### config.mk
export PLATFORM = sky130hd
export DESIGN_NAME = recv_arbiter
export DESIGN_NICKNAME = d
export VERILOG_FILES = /design/src/rtl/recv_pkg.sv /design/src/rtl/rr_pick.sv /design/src/rtl/recv_arbiter.sv
export SDC_FILE = /design/constraint.sdc
export NUM_CORES = 1
export LEC_CHECK = 0
export ABC_AREA = 1
export CAP_MARGIN = 0
export CELL_PAD_IN_SITES_DETAIL_PLACEMENT = 0
export CELL_PAD_IN_SITES_GLOBAL_PLACEMENT = 1
export CORE_MARGIN = 2
export CORE_UTILIZATION = 30
export DETAILED_ROUTE_END_ITERATION = 7
export PLACE_DENSITY = 0.95
export SLEW_MARGIN = 10
export SYNTH_ARGS = -nofsm -noshare
export SYNTH_HDL_FRONTEND = slang
export SYNTH_SLANG_ARGS = --single-unit
### constraint.sdc
create_clock -name clk -period 5.1 [get_ports clk]
set_clock_uncertainty 0.1 [all_clocks]
set_input_delay 0.51 -clock clk [delete_from_list [all_inputs] [get_ports clk]]
set_output_delay 0.51 -clock clk [all_outputs]
set_load 0.02 [all_outputs]
### src/rtl/recv_pkg.sv
// Shared types and constants for the receiver front end.
// Used by recv_arbiter and its round-robin picker.
package recv_pkg;

    typedef enum logic [1:0] {
        IDLE,
        START,
        BUSY,
        DONE
    } arb_state_t;

    typedef logic [7:0] byte_t;

    localparam byte_t PREAMBLE_BYTE = 8'hAA;
    localparam byte_t SFD_BYTE      = 8'hAB;

endpackage

### src/rtl/rr_pick.sv
// Round-robin picker: finds the first set request strictly after the
// previously served port, wrapping around. Purely combinational.
module rr_pick #(
    parameter int NPORTS = 4
) (
    input  logic [NPORTS-1:0]         req,
    input  logic [$clog2(NPORTS)-1:0] last,
    output logic [NPORTS-1:0]         winner,
    output logic                      any
);

    localparam int PW = $clog2(NPORTS);

    logic [PW-1:0] idx;
    logic          found;

    // Walk the ports starting just after last; the first request seen wins
    always_comb begin
        winner = '0;
        found  = 1'b0;
        idx    = last;
        for (int i = 0; i < NPORTS; i++) begin
            if (idx == PW'(NPORTS - 1)) begin
                idx = '0;
            end else begin
                idx = idx + PW'(1);
            end
            if (!found && req[idx]) begin
                winner[idx] = 1'b1;
                found       = 1'b1;
            end
        end
        any = found;
    end

endmodule

### src/rtl/recv_arbiter.sv
// Shares one recv_top receiver between NPORTS byte-stream requesters.
// A round-robin grant is held for a whole frame; the granted byte stream
// is muxed onto rx_data and receiver output is tagged with the port index.
// Optional watchdog: define RECV_ARB_WDOG_EN to abort a frame that stays
// in BUSY for WDOG_CYCLES cycles (rx_abort pulses, frame then ends).
module recv_arbiter
    import recv_pkg::*;
#(
    parameter int NPORTS      = 4,
    parameter int WDOG_CYCLES = 2048
) (
    input  logic                      clk,
    input  logic                      rst,
    input  logic [NPORTS-1:0]         req,
    input  logic [NPORTS-1:0][7:0]    req_data,
    output logic [NPORTS-1:0]         gnt,
    output logic                      rx_start,
    output logic [7:0]                rx_data,
    input  logic                      rx_ready,
    input  logic                      rx_vld,
    input  logic [7:0]                rx_out,
    output logic [7:0]                out_data,
    output logic                      out_vld,
    output logic [$clog2(NPORTS)-1:0] out_port,
    output logic                      frame_done,
    output logic                      rx_abort
);

    localparam int PW = $clog2(NPORTS);

    arb_state_t        state_q;
    logic [NPORTS-1:0] gnt_q;
    logic [PW-1:0]     win_q;
    logic [PW-1:0]     last_q;
    logic              first_q;
    byte_t             out_data_q;
    logic              out_vld_q;
    logic [PW-1:0]     out_port_q;

    logic [NPORTS-1:0] pick_oh;
    logic              pick_any;
    logic [PW-1:0]     pick_idx;
    logic              wdog_hit;

    rr_pick #(
        .NPORTS (NPORTS)
    ) u_pick (
        .req    (req),
        .last   (last_q),
        .winner (pick_oh),
        .any    (pick_any)
    );

    // Encode the one-hot winner into a port index for muxing and tagging
    always_comb begin
        pick_idx = '0;
        for (int i = 0; i < NPORTS; i++) begin
            if (pick_oh[i]) begin
                pick_idx = PW'(i);
            end
        end
    end

`ifdef RECV_ARB_WDOG_EN
    logic [15:0] wdog_q;
    logic [15:0] wdog_d;

    // Watchdog restarts while the frame is being started and counts every BUSY cycle
    always_comb begin
        wdog_d = wdog_q;
        if (state_q == START) begin
            wdog_d = '0;
        end else if (state_q == BUSY) begin
            wdog_d = wdog_q + 16'd1;
        end
    end

    // Watchdog counter register
    always_ff @(posedge clk or posedge rst) begin
        if (rst) begin
            wdog_q <= '0;
        end else begin
            wdog_q <= wdog_d;
        end
    end

    assign wdog_hit = (state_q == BUSY) && (wdog_q == 16'(WDOG_CYCLES - 1));
`else
    logic unused_wdog_cycles;

    assign unused_wdog_cycles = ^WDOG_CYCLES;
    assign wdog_hit           = 1'b0;
`endif

    // Arbitration FSM: grant in IDLE, one START strobe, hold through BUSY, release in DONE
    always_ff @(posedge clk or posedge rst) begin
        if (rst) begin
            state_q <= IDLE;
            gnt_q   <= '0;
            win_q   <= '0;
            last_q  <= PW'(NPORTS - 1);
            first_q <= 1'b0;
        end else begin
            case (state_q)
                IDLE: begin
                    if (rx_ready && pick_any) begin
                        gnt_q   <= pick_oh;
                        win_q   <= pick_idx;
                        state_q <= START;
                    end
                end
                START: begin
                    first_q <= 1'b1;
                    state_q <= BUSY;
                end
                BUSY: begin
                    first_q <= 1'b0;
                    // The receiver still reports ready while it enters PREAMBLE,
                    // so ready only ends the frame from the second BUSY cycle on.
                    if (wdog_hit || (!first_q && rx_ready)) begin
                        state_q <= DONE;
                    end
                end
                DONE: begin
                    last_q  <= win_q;
                    gnt_q   <= '0;
                    state_q <= IDLE;
                end
                default: begin
                    state_q <= IDLE;
                end
            endcase
        end
    end

    // Receiver output is forwarded one cycle late, tagged with the granted port
    always_ff @(posedge clk or posedge rst) begin
        if (rst) begin
            out_data_q <= '0;
            out_vld_q  <= 1'b0;
            out_port_q <= '0;
        end else begin
            out_data_q <= rx_out;
            out_vld_q  <= rx_vld;
            out_port_q <= win_q;
        end
    end

    // Granted byte stream goes to the receiver whenever a frame is in flight
    always_comb begin
        rx_data = '0;
        if (state_q != IDLE) begin
            rx_data = req_data[win_q];
        end
    end

    assign gnt        = gnt_q;
    assign rx_start   = (state_q == START);
    assign frame_done = (state_q == DONE);
    assign rx_abort   = wdog_hit;
    assign out_data   = out_data_q;
    assign out_vld    = out_vld_q;
    assign out_port   = out_port_q;

endmodule

==> metrics.txt <==
# TYPE chip_impl_metric gauge
chip_impl_metric{name="timing.final.ws_setup",unit="ps"} 2200
chip_impl_metric{name="width_of_the_chip",unit="µm"} 76.8
chip_impl_metric{name="p_sw_share",unit="%"} 48.4
chip_impl_metric{name="syn-num-nets",unit=""} 289
chip_impl_metric{name="ios",unit=""} 74
chip_impl_metric{name="drt_pass1_iterations",unit=""} 4
chip_impl_metric{name="routed_wl",unit="mm"} 4.09
chip_impl_info{name="regToRegEndpoint",value="win_q[0]"} 1
chip_impl_metric{name="synth_area_per_cell",unit="µm²"} 6.91
chip_impl_metric{name="cts.sinks",unit=""} 22
chip_impl_metric{name="post_drt_via_cell_ratio",unit=""} 4.49
chip_impl_metric{name="seq_total_area_yosys",unit="%"} 34.8
chip_impl_info{name="outcome",value="finished clean"} 1
chip_impl_metric{name="floorplan.initialDensity",unit="%"} 31.1
chip_impl_info{name="synth.area.top_cells",value="dfrtp_1 (31%), nand2_1 (12%), ha_1 (8.7%)"} 1
chip_impl_metric{name="worst-endpoint-required",unit="ps"} 4490
chip_impl_metric{name="yosysUniqueCellTypes",unit=""} 24
chip_impl_metric{name="worst-path-max-fanout",unit=""} 20
chip_impl_metric{name="drive_above_1_share",unit="%"} 9.00
chip_impl_metric{name="filler_cell_count",unit=""} 517
chip_impl_info{name="setup.worst_path.start",value="win_q[0]"} 1
chip_impl_metric{name="setup.reg_to_reg.worst_slack",unit="ps"} 2600
chip_impl_metric{name="max-vdd-ir-drop",unit="mV"} 0.223
chip_impl_info{name="path_class",value="register to output port"} 1
chip_impl_metric{name="finalSetupViolations",unit=""} 0
chip_impl_metric{name="postCtsHoldBufs",unit=""} 0
chip_impl_metric{name="final_gp_congestion",unit=""} 0.798
chip_impl_metric{name="postCtsResizedCells",unit=""} 0
chip_impl_metric{name="place.detailed.hpwl",unit="mm"} 3.25
chip_impl_metric{name="deepest_clock_path_buffer_count",unit=""} 2
chip_impl_metric{name="cp_data_arrival_time",unit="ps"} 2290
chip_impl_metric{name="synth_top_area_share",unit="%"} 31.5
chip_impl_metric{name="power.internal",unit="W"} 0.000672
chip_impl_metric{name="power.share.sequential",unit="%"} 22.2
chip_impl_metric{name="grt_first_pass_wirelength",unit="mm"} 7.20
chip_impl_metric{name="final.hold.worst_slack",unit="ps"} 403
chip_impl_metric{name="netlist_area",unit="mm²"} 0.00159
chip_impl_metric{name="std_cell_rows",unit=""} 26
chip_impl_metric{name="utilization",unit="%"} 47.8
chip_impl_metric{name="cts-buffers-inserted",unit=""} 3
chip_impl_metric{name="synth_cells",unit=""} 230
chip_impl_metric{name="ys_seq_elements",unit=""} 22
chip_impl_metric{name="slew_headroom",unit="%"} 46.1
chip_impl_metric{name="layout-area-overhead-vs-synth",unit="%"} 53.6
chip_impl_metric{name="fin_crit",unit="ps"} 2900
chip_impl_info{name="gr-max-usage-layer",value="met2"} 1
chip_impl_metric{name="fin_nets",unit=""} 360
chip_impl_metric{name="post-route-period-util",unit="%"} 56.9
chip_impl_metric{name="coreArea",unit="mm²"} 0.00511
chip_impl_info{name="cts.root.buffer_cell",value="clkbuf_8"} 1
chip_impl_metric{name="power.total",unit="W"} 0.00130
chip_impl_metric{name="fmax",unit="GHz"} 0.345
chip_impl_metric{name="die_area",unit="mm²"} 0.00590
chip_impl_metric{name="timing.max_cap.violations",unit=""} 0
chip_impl_metric{name="clock_insertion_delay_worst_skew",unit="ps"} 260
chip_impl_metric{name="hold_path_depth",unit=""} 2
chip_impl_metric{name="diodes",unit=""} 0
chip_impl_metric{name="grt_start_max_net_pins",unit=""} 23
chip_impl_metric{name="timing.reg2reg.worst_path_depth",unit=""} 13
chip_impl_metric{name="power.leakage",unit="nW"} 1.15
chip_impl_metric{name="grt_overflow",unit=""} 0
chip_impl_info{name="layout_common_cells",value="clkdlybuf4s50_1 (72), nand2_1 (51), nor2_1 (36)"} 1
chip_impl_metric{name="fp.dieH",unit="µm"} 76.8
chip_impl_info{name="end_kind",value="output port"} 1
chip_impl_metric{name="antenna_found_initial",unit=""} 0
chip_impl_metric{name="p_switching",unit="W"} 0.000630
chip_impl_metric{name="power_frac_comb",unit="%"} 65.6
chip_impl_metric{name="final_max_slew_viol_count",unit=""} 0
chip_impl_metric{name="ant_nets",unit=""} 0
chip_impl_info{name="rsz0062_at_grt",value="false"} 1
chip_impl_info{name="yosys.area.top_type",value="dfrtp_1"} 1
chip_impl_metric{name="clk_pin_slew",unit="ps"} 80
chip_impl_metric{name="synthesis.yosys.warnings",unit=""} 0
chip_impl_metric{name="timing_hold_violations_final",unit=""} 0
chip_impl_metric{name="dr_drc_count",unit=""} 0
chip_impl_info{name="cp-start-kind",value="register"} 1
chip_impl_info{name="worst_hold_path_class",value="register to register"} 1
chip_impl_info{name="tritoncts_clock_tree",value="built"} 1
chip_impl_metric{name="worst_pin_slew",unit="ps"} 808
chip_impl_metric{name="htreeDepth",unit=""} 1
chip_impl_metric{name="grtUsageMet2",unit="%"} 25.2
chip_impl_metric{name="via_count_of_the_first_global_routing_pass",unit=""} 1619
chip_impl_metric{name="totalNegativeSetupSlack",unit="ps"} 0
chip_impl_metric{name="power-per-cell-area",unit="mW/mm²"} 534
chip_impl_metric{name="cts.repair_timing.setup_buffer_count",unit=""} 0
chip_impl_metric{name="num_vias",unit=""} 1661
chip_impl_info{name="critical_path.endpoint",value="rx_data[3]"} 1
chip_impl_info{name="r2r-start",value="last_q[0]"} 1
chip_impl_metric{name="portBuffers",unit=""} 72
chip_impl_metric{name="gr-usage-met1",unit="%"} 19.0
chip_impl_metric{name="drt_iter0_markers",unit=""} 88
chip_impl_info{name="layout_commonest_cell",value="clkdlybuf4s50_1"} 1
chip_impl_metric{name="globalRouteTotalUtil",unit="%"} 14.5
chip_impl_metric{name="use_met3",unit="%"} 2.71
chip_impl_metric{name="wire_per_inst",unit="µm"} 11.0
chip_impl_metric{name="clock_power_share",unit="%"} 12.2
chip_impl_metric{name="placement.setup.worst_slack",unit="ps"} 2470
-- cell families (layout without fill, tap and decap cells) --
kind of cell / after synthesis / after routing / synth area share (%)
other: 1 / 1 / 0.236
AO/OA/AOI/OAI: 36 / 36 / 11.7
flip-flops: 22 / 22 / 34.8
buffers and inverters: 32 / 102 / 7.95
AND/OR/NAND/NOR: 128 / 128 / 36.6
adder cells (fa/ha/maj): 11 / 11 / 8.66
-- worst max-delay path: stages (launching register included) --
cell	delay (ps)
dfrtp_1	720
inv_1	370
o21ai_0	280
a21oi_1	100
clkdlybuf4s50_1	560
-- through the flow --
| stage | cells | area [µm²] |
|---|---|---|
| 2_1_floorplan | 230 | 1590 |
| 3_3_place_gp | 366 | 2370 |
| 3_5_place_dp | 366 | 2370 |
| 4_1_cts | 370 | 2440 |
| 5_1_grt | 370 | 2440 |
| 6_report | 370 | 2440 |
-- state kept, by name, indices dropped and copies added (netlist names) --
| name | count |
|---|---|
| first_q | 1 |
| gnt | 4 |
| last_q | 2 |
| out_data | 8 |
| out_port | 2 |
| out_vld | 1 |
| state_q | 2 |
| win_q | 2 |
-- worst min path at each step --
stage	to	slack (ps)	startpoint
floorplan	out_port[0]	250	win_q[0]
global placement	first_q	360	first_q
detailed placement	first_q	380	first_q
CTS	first_q	400	first_q
global route	first_q	440	first_q
finish	first_q	400	first_q
-- cell type report --
| type | instances | area, µm² | area share (%) |
|---|---|---|---|
| sequential | 22 | 553 | 22.7 |
| clock buffer | 3 | 41.3 | 1.69 |
| multi-input combinational | 176 | 910 | 37.3 |
| inverter | 26 | 98.8 | 4.05 |
| clock inverter | 1 | 30.0 | 1.23 |
| tap | 70 | 87.6 | 3.59 |
| timing repair buffer | 72 | 721 | 29.5 |
-- cell usage after synthesis --
master     n
inv_1     23
o211ai_1   1
ha_1      11
nor3_1     1
buf_4      1
nand3_1   23
nand2_2   10
clkinv_2   1
nand2_1   51
o21ai_2    1
o21ai_0   23
nor2_1    36
dfrtp_1   20
conb_1     1
nand3_2    2
a21oi_1   11
inv_2      2
clkbuf_1   4
dfstp_2    2
buf_2      1
nand4_2    1
nor2_2     1
nand2_4    2
nor2_4     1
-- routing by layer --
metal  share of wire (%)  vias to the layer above  wire [µm]
li1                    -                      871          -
met1                  46                      750       1880
met2                  50                       38       2040
met3                 3.9                        2        161
met4                0.15                        0          6
met5                   0                        -          0
-- power by group through the flow --
stage | registers (W) | logic [W] | clock network (W)
after global placement | 0.000289 | 0.000840 | 0
final | 0.000290 | 0.000855 | 0.000158
after floorplan | 0.000283 | 0.000579 | 0
after CTS | 0.000290 | 0.000855 | 0.000164
after global routing | 0.000300 | 0.000961 | 0.000172
after detailed placement | 0.000293 | 0.000850 | 0
No activity file was read; power rests on OpenSTA's default activity.
